**src/rtl/pingpong_pkg.sv**
```systemverilog
// Shared constants, FSM state type and range helper for the ball/paddle
// coordinate link.
package pingpong_pkg;
    localparam int COORD_W = 11;
    localparam logic [COORD_W-1:0] X_MAX = 11'd639;
    localparam logic [COORD_W-1:0] Y_MAX = 11'd479;
    localparam logic [7:0] FRAME_HDR = 8'hA5;
    localparam int FRAME_LEN = 10;

    localparam logic [COORD_W-1:0] RST_XBALL = 11'd320;
    localparam logic [COORD_W-1:0] RST_YBALL = 11'd240;
    localparam logic [COORD_W-1:0] RST_XPAT  = 11'd16;
    localparam logic [COORD_W-1:0] RST_YPAT  = 11'd240;

    typedef enum logic [1:0] {
        HUNT    = 2'd0,
        PAYLOAD = 2'd1,
        CSUM    = 2'd2
    } frame_state_t;

    // A value is lo plus hi[2:0]; any of hi[7:3] set is out of range.
    function automatic logic coord_in_range(input logic [7:0] lo, input logic [7:0] hi,
                                            input logic [COORD_W-1:0] max);
        return (hi[7:3] == 5'd0) && ({hi[2:0], lo} <= max);
    endfunction
endpackage

```
**src/rtl/uart_rx_byte.sv**
```systemverilog
// UART 8N1 byte receiver: 2-flop synchroniser, mid-bit sampling, framing check.
// Handshake: byte_valid / byte_err are single-cycle strobes with no back-pressure;
// byte_data is stable from the byte_valid cycle until the next byte completes.
module uart_rx_byte
    import pingpong_pkg::*;
#(
    parameter int BIT_CYC = 868
) (
    input  logic       clk,
    input  logic       reset,
    input  logic       rxd,
    output logic [7:0] byte_data,
    output logic       byte_valid,
    output logic       byte_err,
    output logic [1:0] dbg_state
);
    localparam int CW = $clog2(BIT_CYC);
    localparam logic [CW-1:0] HALF_M1 = CW'(BIT_CYC / 2 - 1);
    localparam logic [CW-1:0] FULL_M1 = CW'(BIT_CYC - 1);

    localparam logic [1:0] S_IDLE  = 2'd0;
    localparam logic [1:0] S_START = 2'd1;
    localparam logic [1:0] S_DATA  = 2'd2;
    localparam logic [1:0] S_STOP  = 2'd3;

    logic          rx_meta, rx_sync, rx_prev;
    logic [1:0]    warm;
    logic          idle_seen;
    logic [1:0]    state;
    logic [CW-1:0] cnt;
    logic [2:0]    bit_idx;
    logic [7:0]    shift;
    logic          start_edge;

    // A line held low across reset release must go high before a start counts.
    assign start_edge = idle_seen && rx_prev && !rx_sync;
    assign dbg_state  = state;

    always_ff @(posedge clk or negedge reset) begin
        if (!reset) begin
            rx_meta    <= 1'b1;
            rx_sync    <= 1'b1;
            rx_prev    <= 1'b1;
            warm       <= 2'd0;
            idle_seen  <= 1'b0;
            state      <= S_IDLE;
            cnt        <= '0;
            bit_idx    <= 3'd0;
            shift      <= 8'd0;
            byte_data  <= 8'd0;
            byte_valid <= 1'b0;
            byte_err   <= 1'b0;
        end else begin
            rx_meta    <= rxd;
            rx_sync    <= rx_meta;
            rx_prev    <= rx_sync;
            byte_valid <= 1'b0;
            byte_err   <= 1'b0;
            if (warm != 2'd3) warm <= warm + 2'd1;
            if (warm == 2'd3 && rx_sync) idle_seen <= 1'b1;

            case (state)
                S_IDLE: begin
                    if (start_edge) begin
                        state <= S_START;
                        cnt   <= '0;
                    end
                end
                S_START: begin
                    if (cnt == HALF_M1) begin
                        cnt     <= '0;
                        bit_idx <= 3'd0;
                        state   <= rx_sync ? S_IDLE : S_DATA;
                    end else begin
                        cnt <= cnt + 1'b1;
                    end
                end
                S_DATA: begin
                    if (cnt == FULL_M1) begin
                        cnt     <= '0;
                        shift   <= {rx_sync, shift[7:1]};
                        bit_idx <= bit_idx + 3'd1;
                        if (bit_idx == 3'd7) state <= S_STOP;
                    end else begin
                        cnt <= cnt + 1'b1;
                    end
                end
                default: begin
                    // Stop-bit mid sample; re-arming here allows zero-idle back-to-back bytes.
                    if (cnt == FULL_M1) begin
                        cnt   <= '0;
                        state <= S_IDLE;
                        if (rx_sync) begin
                            byte_valid <= 1'b1;
                            byte_data  <= shift;
                        end else begin
                            byte_err <= 1'b1;
                        end
                    end else begin
                        cnt <= cnt + 1'b1;
                    end
                end
            endcase
        end
    end
endmodule

```
**src/rtl/coord_frame_rx.sv**
```systemverilog
// Coordinate frame receiver: assembles 10-byte frames from the MCU link and
// atomically updates the ball/paddle coordinate bus after header/checksum/range checks.
module coord_frame_rx
    import pingpong_pkg::*;
#(
    parameter int CLK_HZ  = 100_000_000,
    parameter int BAUD    = 115200,
    parameter int GAP_CYC = 20 * (CLK_HZ / BAUD)
) (
    input  logic               clk,
    input  logic               reset,
    input  logic               rxd,
    output logic [COORD_W-1:0] xball,
    output logic [COORD_W-1:0] yball,
    output logic [COORD_W-1:0] xpat,
    output logic [COORD_W-1:0] ypat,
    output logic               frame_ok,
    output logic               frame_err,
    output logic               led,
    output logic [3:0]         dbg_state
);
    localparam int BIT_CYC = CLK_HZ / BAUD;
    localparam int GW = $clog2(GAP_CYC + 1);
    localparam logic [GW-1:0] GAP_M1 = GW'(GAP_CYC - 1);

    logic [7:0]   byte_data;
    logic         byte_valid, byte_err;
    logic [1:0]   byte_dbg;
    frame_state_t state;
    logic [2:0]   idx;
    logic [7:0]   shadow [8];
    logic [7:0]   csum;
    logic [GW-1:0] gap;
    logic         sum_ok, range_ok, gap_hit;

    uart_rx_byte #(.BIT_CYC(BIT_CYC)) u_byte (
        .clk       (clk),
        .reset     (reset),
        .rxd       (rxd),
        .byte_data (byte_data),
        .byte_valid(byte_valid),
        .byte_err  (byte_err),
        .dbg_state (byte_dbg)
    );

    assign sum_ok   = (byte_data == csum);
    assign range_ok = coord_in_range(shadow[0], shadow[1], X_MAX)
                   && coord_in_range(shadow[2], shadow[3], Y_MAX)
                   && coord_in_range(shadow[4], shadow[5], X_MAX)
                   && coord_in_range(shadow[6], shadow[7], Y_MAX);
    assign gap_hit   = (gap == GAP_M1);
    assign dbg_state = {byte_dbg, state};

    always_ff @(posedge clk or negedge reset) begin
        if (!reset) begin
            state     <= HUNT;
            idx       <= 3'd0;
            csum      <= 8'd0;
            gap       <= '0;
            for (int i = 0; i < 8; i++) shadow[i] <= 8'd0;
            xball     <= RST_XBALL;
            yball     <= RST_YBALL;
            xpat      <= RST_XPAT;
            ypat      <= RST_YPAT;
            frame_ok  <= 1'b0;
            frame_err <= 1'b0;
            led       <= 1'b0;
        end else begin
            frame_ok  <= 1'b0;
            frame_err <= 1'b0;
            case (state)
                HUNT: begin
                    if (byte_valid && byte_data == FRAME_HDR) begin
                        state <= PAYLOAD;
                        idx   <= 3'd0;
                        csum  <= 8'd0;
                        gap   <= '0;
                    end
                end
                PAYLOAD, CSUM: begin
                    if (byte_err || (!byte_valid && gap_hit)) begin
                        frame_err <= 1'b1;
                        state     <= HUNT;
                    end else if (byte_valid) begin
                        gap <= '0;
                        if (state == PAYLOAD) begin
                            shadow[idx] <= byte_data;
                            csum        <= csum ^ byte_data;
                            idx         <= idx + 3'd1;
                            if (idx == 3'd7) state <= CSUM;
                        end else begin
                            state <= HUNT;
                            if (sum_ok && range_ok) begin
                                xball    <= {shadow[1][2:0], shadow[0]};
                                yball    <= {shadow[3][2:0], shadow[2]};
                                xpat     <= {shadow[5][2:0], shadow[4]};
                                ypat     <= {shadow[7][2:0], shadow[6]};
                                frame_ok <= 1'b1;
                                led      <= ~led;
                            end else begin
                                frame_err <= 1'b1;
                            end
                        end
                    end else begin
                        gap <= gap + 1'b1;
                    end
                end
                default: state <= HUNT;
            endcase
        end
    end
endmodule

```
**config.mk**
```make
export PLATFORM = sky130hd
export DESIGN_NAME = coord_frame_rx
export DESIGN_NICKNAME = d
export VERILOG_FILES = /design/src/rtl/pingpong_pkg.sv /design/src/rtl/uart_rx_byte.sv /design/src/rtl/coord_frame_rx.sv
export SDC_FILE = /design/constraint.sdc
export NUM_CORES = 1
export LEC_CHECK = 0
export ABC_CLOCK_PERIOD_IN_PS = 4500
export BUFFER_PORTS_ARGS = -buffer_cell sky130_fd_sc_hd__buf_2
export CAP_MARGIN = 20
export CORE_UTILIZATION = 40
export DETAILED_ROUTE_END_ITERATION = 6
export PLACE_DENSITY = 0.64
export SLEW_MARGIN = 20
export SYNTH_ARGS = -nofsm -noshare
export SYNTH_HDL_FRONTEND = slang
export SYNTH_SLANG_ARGS = --single-unit
```
**constraint.sdc**
```tcl
create_clock -name clk -period 4.5 [get_ports clk]
set_clock_uncertainty 0.05 [all_clocks]
set_input_delay 1.35 -clock clk [delete_from_list [all_inputs] [get_ports clk]]
set_output_delay 1.35 -clock clk [all_outputs]
set_load 0.02 [all_outputs]
```
==> flow_summary.yaml, run 1 <==
routing:
  antenna_left: 0
  drtIter0Drc: 286
  drcViolationCount: 0
  vias: 4881
  totalWireLength_mm: 15.2
  drt-pass1-iter-count: 4
  wl_per_cell_um: 17.0
  avgViaCountPerCell: 5.45
timing:
  hold_violations: 0
  setup_tns_ns: 0
  whs_ns: 0.308
  max_slew.worst_pin.slew_ns: 1.00
  min_period_ns: 2.99
  min_period_over_period: 0.663
  maxSlewHeadroom: 0.330
  grt_setup_unrepaired: "no"
  setup_viol: 0
  slew_viol_final: 0
  fmaxAchievable_ghz: 0.335
synth:
  synth_top_area_share: 0.534
  synth_area_leader_cell: "dfrtp_1"
  synth.avg_cell_area_um2: 12.8
  ys_top_cells_by_area: "dfrtp_1 (53%), mux2_2 (17%), dfstp_2 (4.8%)"
  ys.flop_type: "dfrtp_1"
  synthArstFlopShare: 1.00
  syn-cell-area_um2: 7690
  syn_inst: 599
  ys_seq_elements: 178
  synth_edf_count: 0
  netlist-cell-type-count: 53
  yosysSeqAreaShare: 0.582
  syn_nets: 613
  yosysWarnings: 0
critical_path:
  crit_end: "xpat[5]"
  worstReg2RegStart: "gap[10]"
  criticalPathCategory: "flop to flop"
  critPathMaxFanout: 34
  critical_path_required_ns: 4.78
  r2r_setup_slack_ns: 1.51
  worstPathArrival_ns: 3.26
  ff2ff_path_depth: 6
  r2r_end: "xpat[5]"
  end_kind: "flop"
  start_kind: "flop"
  crit_path_start: "gap[10]"
min_path:
  worstHoldPathType: "flop to flop"
global_routing:
  grt.total_usage: 0.166
  grt_pass1_vias: 5086
  grt_start_max_net_pins: 76
  grt_overflow: 0
  antenna_found_initial: 0
  grt_pass1_wl_mm: 25.8
final_layout:
  nets: 662
  instances_no_fill: 895
  finish.utilization: 0.469
  area_growth_pct: 14.6
  seq_area_um2: 4470
  final.fill_count: 1628
  drive_above_1_share: 0.349
  multi_input_area_um2: 3040
  antenna_cells: 0
clock_network:
  clkLatencyLatePin_ns: 0.44
  cts_tree: "yes"
  cts_buffers: 17
  cts_buffer_depth: 2
  cts_num_sinks: 178
  cts_resized: 0
  clk_pin_slew_ns: 0.08
  clockRootBuffer: "clkbuf_16"
  htree_levels: 4
  holdBufCountCts: 0
  post-cts-setup-buffer-count: 0
pwr:
  ir_worst_vdd_v: 0.000218
  p_leak_nw: 4.34
  powerDensity_nw_per_um2: 389
  power.total_w: 0.00343
floorplanning:
  std_cell_rows: 50
  die-area_um2: 19800
  ioPinCount: 54
  initial_core_util: 0.410
  die_height_um: 141
  core_region_area_um2: 18800
  die_x_um: 141
place:
  gp_congestion: 0.807
  dp_hpwl_mm: 9.93
  placed_cells: 862
  port-buffer-count: 53
flow_run:
  maxCapViolCount: 0
status:
  status: "complete, no violations"
-- cell usage after synthesis (2+ instances only) --
cell and count:
dfrtp_1 164, mux2_2 113, o21ai_0 32, nor2_1 29, nand2_1 23, clkbuf_1 20
o31ai_1 15, xnor2_1 15, dfstp_2 14, nand3_1 14, a21oi_1 13, inv_1 13
nand2b_1 12, ha_1 11, nand4_1 11, nor4_1 11, and2_1 9, mux2_4 8
and3_1 6, buf_2 6, or3_1 6, a31oi_1 5, o22ai_1 4, a21o_1 3
mux2i_1 3, a22o_1 2, a32o_1 2, a41oi_1 2, buf_6 2, nand3b_1 2
nor2_2 2, nor3_1 2, nor3b_1 2, nor4bb_1 2, o311ai_0 2, xor2_1 2
-- worst max-delay path, stage by stage, from the launching register on --
cell	delay [ns]
dfrtp_1	0.42
nor4b_1	0.63
a41o_4	0.35
nor3_1	0.06
nand4_1	0.46
buf_4	0.49
mux2_2	0.39
-- cell usage in the layout, fill, tap and decap left out, drive strengths merged, types with 3 or more instances in the layout --
master,netlist,routed
a21o,3,3
a21oi,13,13
a31oi,5,5
and2,10,10
and3,6,6
buf,8,57
bufinv,0,3
clkbuf,20,18
clkinv,1,5
dfrtp,164,164
dfstp,14,14
ha,11,11
inv,13,20
mux2,121,121
mux2i,3,3
nand2,23,23
nand2b,12,12
nand3,14,14
nand4,11,11
nor2,31,31
nor3,3,3
nor4,11,11
o21ai,32,32
o22ai,4,4
o31ai,15,15
or3,6,6
xnor2,15,15
-- flip-flops by register name (all words and copies together) (netlist names), 3 cells and up --
register          cells
u_byte.bit_idx        3
u_byte.byte_data      8
xball                11
gap                  15
u_byte.cnt           10
yball                11
xpat                 11
u_byte.shift          8
ypat                 11
idx                   3
shadow               64
csum                  8
-- worst min-delay path by stage --
stage | startpoint | slack, ns | endpoint | cells past startpoint
2_1_floorplan | u_byte.rx_meta | 0.30 | u_byte.rx_sync | 0
3_3_place_gp | u_byte.rx_meta | 0.30 | u_byte.rx_sync | 0
4_1_cts | u_byte.rx_meta | 0.31 | u_byte.rx_sync | 0
3_5_place_dp | u_byte.rx_meta | 0.30 | u_byte.rx_sync | 0
5_1_grt | u_byte.rx_meta | 0.32 | u_byte.rx_sync | 0
6_report | u_byte.rx_meta | 0.31 | u_byte.rx_sync | 0
-- power by group --
part	internal, W	switching (W)	leakage (nW)
clock network	0.000901	0.000678	0.310
registers	0.00163	0.0000450	2.41
logic	0.0000616	0.000116	1.61
total	0.00259	0.000839	4.34
-- final cells by class --
cell class / instances / area share
inverters: 14 / 0.00597
well taps: 234 / 0.0332
clock inverters: 15 / 0.0241
repair buffers: 58 / 0.0362
clock buffers: 17 / 0.0483
multi-input cells: 379 / 0.345
flip-flops and latches: 178 / 0.508
-- cells by family after synthesis --
| group | after synthesis | synth area share |
|---|---|---|
| flip-flops | 178 | 0.582 |
| multiplexers | 124 | 0.185 |
| AND/OR/NAND/NOR | 140 | 0.0996 |
| adder cells (fa/ha/maj) | 11 | 0.0179 |
| XOR/XNOR | 17 | 0.0194 |
| AO/OA/AOI/OAI | 87 | 0.0729 |
| buffers and inverters | 42 | 0.0234 |
-- metal layers --
layer  global-route usage  wire, um  vias to the layer above  part of all wire
met2                0.279      7600                       93              0.50
met1                0.211      6890                     2505              0.45
li1                     -         -                     2267                 -
met5                    0         0                        -                 0
met3               0.0387       509                       16             0.033
met4               0.0572       223                        0             0.015
-- stage by stage --
step / instance area [um2] / setup WS [ns]
final: 8810 / 1.51
after global routing: 8810 / 1.36
after CTS: 8800 / 1.50
after detailed placement: 8170 / 1.52
after global placement: 8170 / 1.61
after floorplan: 7690 / 1.93
No activity file was read; power rests on OpenSTA's default activity.
==> run 2, diff against run 1 <==
--- a/config.mk
+++ b/config.mk
@@ -5,7 +5,7 @@
 export SDC_FILE = /design/constraint.sdc
 export NUM_CORES = 1
 export LEC_CHECK = 0
-export ABC_CLOCK_PERIOD_IN_PS = 4500
+export ABC_CLOCK_PERIOD_IN_PS = 2900
 export BUFFER_PORTS_ARGS = -buffer_cell sky130_fd_sc_hd__buf_2
 export CAP_MARGIN = 20
 export CORE_UTILIZATION = 40
==> constraint.sdc (replaced) <==
create_clock -name clk -period 2.9 [get_ports clk]
set_clock_uncertainty 0.05 [all_clocks]
set_input_delay 0.87 -clock clk [delete_from_list [all_inputs] [get_ports clk]]
set_output_delay 0.87 -clock clk [all_outputs]
set_load 0.02 [all_outputs]
==> flow_summary.yaml, run 2 (synthesized netlist as in run 1, its figures left out) <==
routing:
  drtIter0Drc: 360
  antenna_left: 0
  vias: 4970
  avgViaCountPerCell: 5.46
  drcViolationCount: 0
  totalWireLength_mm: 15.7
  wl_per_cell_um: 17.2
  drt-pass1-iter-count: 4
clock_network:
  cts_num_sinks: 178
  cts_buffer_depth: 2
  holdBufCountCts: 0
  cts_buffers: 17
  htree_levels: 4
  cts_tree: "yes"
  clk_pin_slew_ns: 0.07
  clockRootBuffer: "clkbuf_16"
  clkLatencyLatePin_ns: 0.43
final_layout:
  antenna_cells: 0
  largest-register: "shadow"
  final_cell_mix: "dfrtp_1 (164), mux2_2 (113), buf_2 (52), o21ai_0 (32), nor2_1 (29)"
  area_growth_pct: 15.7
  instances_no_fill: 911
  layout_commonest_cell: "dfrtp_1"
  nets: 678
  largest_reg_flops: 64
  drive_above_1_share: 0.362
  top_regs: "shadow x64, gap x15"
global_routing:
  grt_pass1_vias: 5096
  grt_pass1_wl_mm: 26.0
  antenna_found_initial: 0
  grt_overflow: 0
  grt_start_max_net_pins: 67
  grt.total_usage: 0.169
timing:
  hold_violations: 0
  whs_ns: 0.310
  fmaxAchievable_ghz: 0.375
  min_period_ns: 2.66
  maxSlewHeadroom: 0.549
  max_slew.worst_pin.slew_ns: 0.676
  setup_tns_ns: 0
  worst_slack_ns: 0.236
  grt_setup_unrepaired: "no"
  setup_viol: 0
  min_period_over_period: 0.919
  slew_viol_final: 0
pwr:
  p_leak_nw: 4.39
  powerDensity_nw_per_um2: 576
  ir_worst_vdd_v: 0.000404
critical_path:
  critical_path_required_ns: 3.17
  worstPathArrival_ns: 2.93
  start_kind: "flop"
  critPathMaxFanout: 8
  end_kind: "flop"
  criticalPathCategory: "flop to flop"
floorplanning:
  std_cell_rows: 50
  initial_core_util: 0.410
  die-area_um2: 19800
  core_region_area_um2: 18800
  die_height_um: 141
  die_x_um: 141
  ioPinCount: 54
place:
  gp_congestion: 0.828
  dp_slack_ns: 0.0464
  port-buffer-count: 53
  dp_hpwl_mm: 10.6
  placed_cells: 879
flow_run:
  maxCapViolCount: 0
min_path:
  worstHoldPathType: "flop to flop"
status:
  status: "complete, no violations"
==> run 2: timing repair <==
item,CTS,global route
endpoints found under the setup margin,0,8
buffers inserted,0,0
gates resized for setup,0,1
==> run 2: power breakdown <==
part	switching [W]	leakage, nW	internal, W
clock network	0.00100	0.269	0.00123
registers	0.0000688	2.41	0.00252
logic	0.000188	1.71	0.000113
total	0.00126	4.39	0.00387
==> run 2: worst max-delay path, cell delays in order, from the launching register on <==
cell	delay (ns)
dfrtp_1	0.41
ha_1	0.25
and3_1	0.23
a41o_4	0.30
or3_1	0.41
or4_4	0.56
mux2_4	0.34
==> run 2: final cells by class <==
cell class | instances | area [um2]
fillers | 1630 | 9880
flip-flops and latches | 178 | 4470
multi-input cells | 379 | 3040
repair buffers | 74 | 467
clock buffers | 21 | 450
well taps | 234 | 293
clock inverters | 11 | 119
inverters | 14 | 52.6
==> run 2: path summary, 6_finish.rpt <==
kind | end | start | cells after the start | slack, ns
max in group asynchronous | ypat[5] | reset | 2 | 1.63
min in group asynchronous | gap[10] | reset | 1 | 0.39
worst max register to register | shadow[56] | gap[0] | 6 | 0.24
worst min register to register | u_byte.rx_sync | u_byte.rx_meta | 0 | 0.31
worst max-delay path | shadow[56] | gap[0] | 6 | 0.24
worst min-delay path | u_byte.rx_sync | u_byte.rx_meta | 0 | 0.31
==> run 2: per-layer routing <==
layer	vias up	track usage	part of all wire
met3	24	0.0350	0.039
met4	0	0.0738	0.022
met1	2566	0.211	0.43
met5	-	0	0
li1	2287	-	-
met2	93	0.286	0.51
==> run 2: metrics by stage <==
step | instance area, um2 | util | total power [W]
2_1_floorplan | 7690 | - | 0.00281
3_3_place_gp | 8320 | 0.443 | 0.00293
3_5_place_dp | 8320 | 0.443 | 0.00294
4_1_cts | 8890 | 0.474 | 0.00518
5_1_grt | 8890 | 0.474 | 0.00532
6_report | 8890 | 0.474 | 0.00512
==> run 3, diff against run 2 <==
--- a/config.mk
+++ b/config.mk
@@ -5,7 +5,8 @@
 export SDC_FILE = /design/constraint.sdc
 export NUM_CORES = 1
 export LEC_CHECK = 0
-export ABC_CLOCK_PERIOD_IN_PS = 2900
+export ABC_AREA = 1
+export ABC_CLOCK_PERIOD_IN_PS = 3300
 export BUFFER_PORTS_ARGS = -buffer_cell sky130_fd_sc_hd__buf_2
 export CAP_MARGIN = 20
 export CORE_UTILIZATION = 40
==> constraint.sdc (replaced) <==
create_clock -name clk -period 3.3 [get_ports clk]
set_clock_uncertainty 0.05 [all_clocks]
set_input_delay 0.99 -clock clk [delete_from_list [all_inputs] [get_ports clk]]
set_output_delay 0.99 -clock clk [all_outputs]
set_load 0.02 [all_outputs]
==> flow_summary.yaml, run 3 <==
timing:
  hold_violations: 0
  setup_viol: 0
  worst_slack_ns: 0.909
  maxSlewHeadroom: 0.437
  max_slew.worst_pin.slew_ns: 0.838
  min_period_over_period: 0.724
  setup_tns_ns: 0
  min_period_ns: 2.39
  fmaxAchievable_ghz: 0.418
  grt_setup_unrepaired: "no"
  slew_viol_final: 0
final_layout:
  layout_commonest_cell: "nand2_1"
  instances_no_fill: 1254
  finish.utilization: 0.472
  final_cell_mix: "nand2_1 (237), dfrtp_1 (164), nor2_1 (124), inv_1 (72), nand4_1 (70)"
  fin_area_um2: 9280
  largest-register: "shadow"
  largest_reg_flops: 64
  area_growth_pct: 14.7
  antenna_cells: 0
  seq_area_um2: 4470
  top_regs: "shadow x64, gap x15"
  final.fill_count: 1953
  nets: 990
  multi_input_area_um2: 3120
  drive_above_1_share: 0.151
place:
  placed_cells: 1222
  gp_congestion: 0.811
  dp_hpwl_mm: 11.6
  dp_slack_ns: 0.922
  port-buffer-count: 53
  placedInstanceArea_um2: 8650
clock_network:
  post-cts-setup-buffer-count: 0
  htree_levels: 4
  cts_buffers: 17
  cts_num_sinks: 178
  clockRootBuffer: "clkbuf_16"
  cts_buffer_depth: 2
  clk_pin_slew_ns: 0.08
  cts_resized: 0
  holdBufCountCts: 0
  clkLatencyLatePin_ns: 0.44
  cts_tree: "yes"
min_path:
  whs_path_depth: 0
  worstHoldPathType: "flop to flop"
routing:
  totalWireLength_mm: 17.3
  drtIter0Drc: 305
  drt-pass1-iter-count: 5
  vias: 6232
  antenna_left: 0
  wl_per_cell_um: 13.8
  avgViaCountPerCell: 4.97
  drcViolationCount: 0
global_routing:
  grt.total_usage: 0.178
  grt_start_max_net_pins: 62
  grt_pass1_wl_mm: 28.6
  grt_pass1_vias: 5755
  antenna_found_initial: 0
  grt_overflow: 0
synth:
  synth_most_common_cell: "nand2_1"
  syn_inst: 925
  ys_seq_elements: 178
  yosysSeqAreaShare: 0.553
  yosysWarnings: 0
  netlist-cell-type-count: 32
  synth.avg_cell_area_um2: 8.75
  syn_nets: 939
  yosys-top-cells-count: "nand2_1 (237), dfrtp_1 (164), nor2_1 (127), inv_1 (72), nand4_1 (70)"
  synthArstFlopShare: 1.00
  synth_top_area_share: 0.507
  synth_area_leader_cell: "dfrtp_1"
  ys_top_cells_by_area: "dfrtp_1 (51%), nand2_1 (11%), nor2_1 (5.9%)"
  syn-cell-area_um2: 8090
  synth_edf_count: 0
  ys.flop_type: "dfrtp_1"
critical_path:
  critPathMaxFanout: 16
  criticalPathCategory: "flop to flop"
  cp_slowest_cell: "nor4_4"
  critical_path_required_ns: 3.60
  start_kind: "flop"
  crit_path_cell_trace: "inv_1 -> ha_1 -> nand4_4 -> nor4_4 -> nor2_1 -> a21oi_1"
  end_kind: "flop"
  critical_path.max_stage_delay_ns: 0.71
  ff2ff_path_depth: 6
  worstPathArrival_ns: 2.70
pwr:
  powerDensity_nw_per_um2: 496
  p_leak_nw: 4.68
  ir_worst_vdd_v: 0.000394
floorplanning:
  std_cell_rows: 51
  die-area_um2: 20800
  ioPinCount: 54
  die_x_um: 144
  core_region_area_um2: 19700
  die_height_um: 144
  initial_core_util: 0.412
flow_run:
  maxCapViolCount: 0
status:
  status: "complete, no violations"
[run 3: kinds of logic (layout without fill, tap and decap cells)]
logic type      count (synthesis)  in the layout  share of synthesized area
simple gates                  491            491                      0.277
compound gates                116            116                     0.0779
fa+ha+maj                      11             11                     0.0170
flops                         178            178                      0.553
mux                             1              1                    0.00139
xor+xnor                       11             11                     0.0119
buf+inv                       117            181                     0.0620
[run 3: cell type report]
class	count	share of cell area
tap	265	0.0357
clock buffer	17	0.0458
sequential	178	0.482
multi-input combinational	630	0.337
timing repair buffer	69	0.0449
clock inverter	15	0.0225
inverter	80	0.0326
[run 3: metrics by stage]
step / total power, W / hold slack [ns]
CTS: 0.00467 / 0.311
global route: 0.00480 / 0.312
global placement: 0.00258 / 0.296
floorplan: 0.00247 / 0.295
detailed placement: 0.00259 / 0.299
finish: 0.00461 / 0.310
[run 3: path summary, 6_finish.rpt]
check	slack, ns	from	endpoint
max in group asynchronous	1.98	reset	shadow[1]
min in group asynchronous	0.48	reset	xball[1]
max	0.91	state[0]	shadow[40]
min reg2reg	0.31	u_byte.rx_meta	u_byte.rx_sync
max reg2reg	0.91	state[0]	shadow[40]
min	0.31	u_byte.rx_meta	u_byte.rx_sync
[run 3: power by group]
group / leakage, nW / total [W] / internal [W] / switching (W)
logic: 1.96 / 0.000282 / 0.0000788 / 0.000204
registers: 2.41 / 0.00226 / 0.00222 / 0.0000451
clock network: 0.302 / 0.00206 / 0.00104 / 0.00102
total: 4.68 / 0.00461 / 0.00334 / 0.00127
[run 3: routing by layer]
metal	track usage	vias to the layer above	share of wire
met5	0	-	0
met4	0.0532	0	0.015
met3	0.0371	17	0.030
met2	0.286	97	0.46
met1	0.242	2981	0.50
li1	-	3137	-
[run 3: critical path: cells and delay by family, from the launching register on]
| kind | cells | cell delay [ns] |
|---|---|---|
| DFF | 1 | 0.40 |
| and+or+nand+nor | 3 | 1.13 |
| buffers and inverters | 1 | 0.08 |
| AOI/OAI and AO/OA | 1 | 0.16 |
| adders and majority gates | 1 | 0.48 |
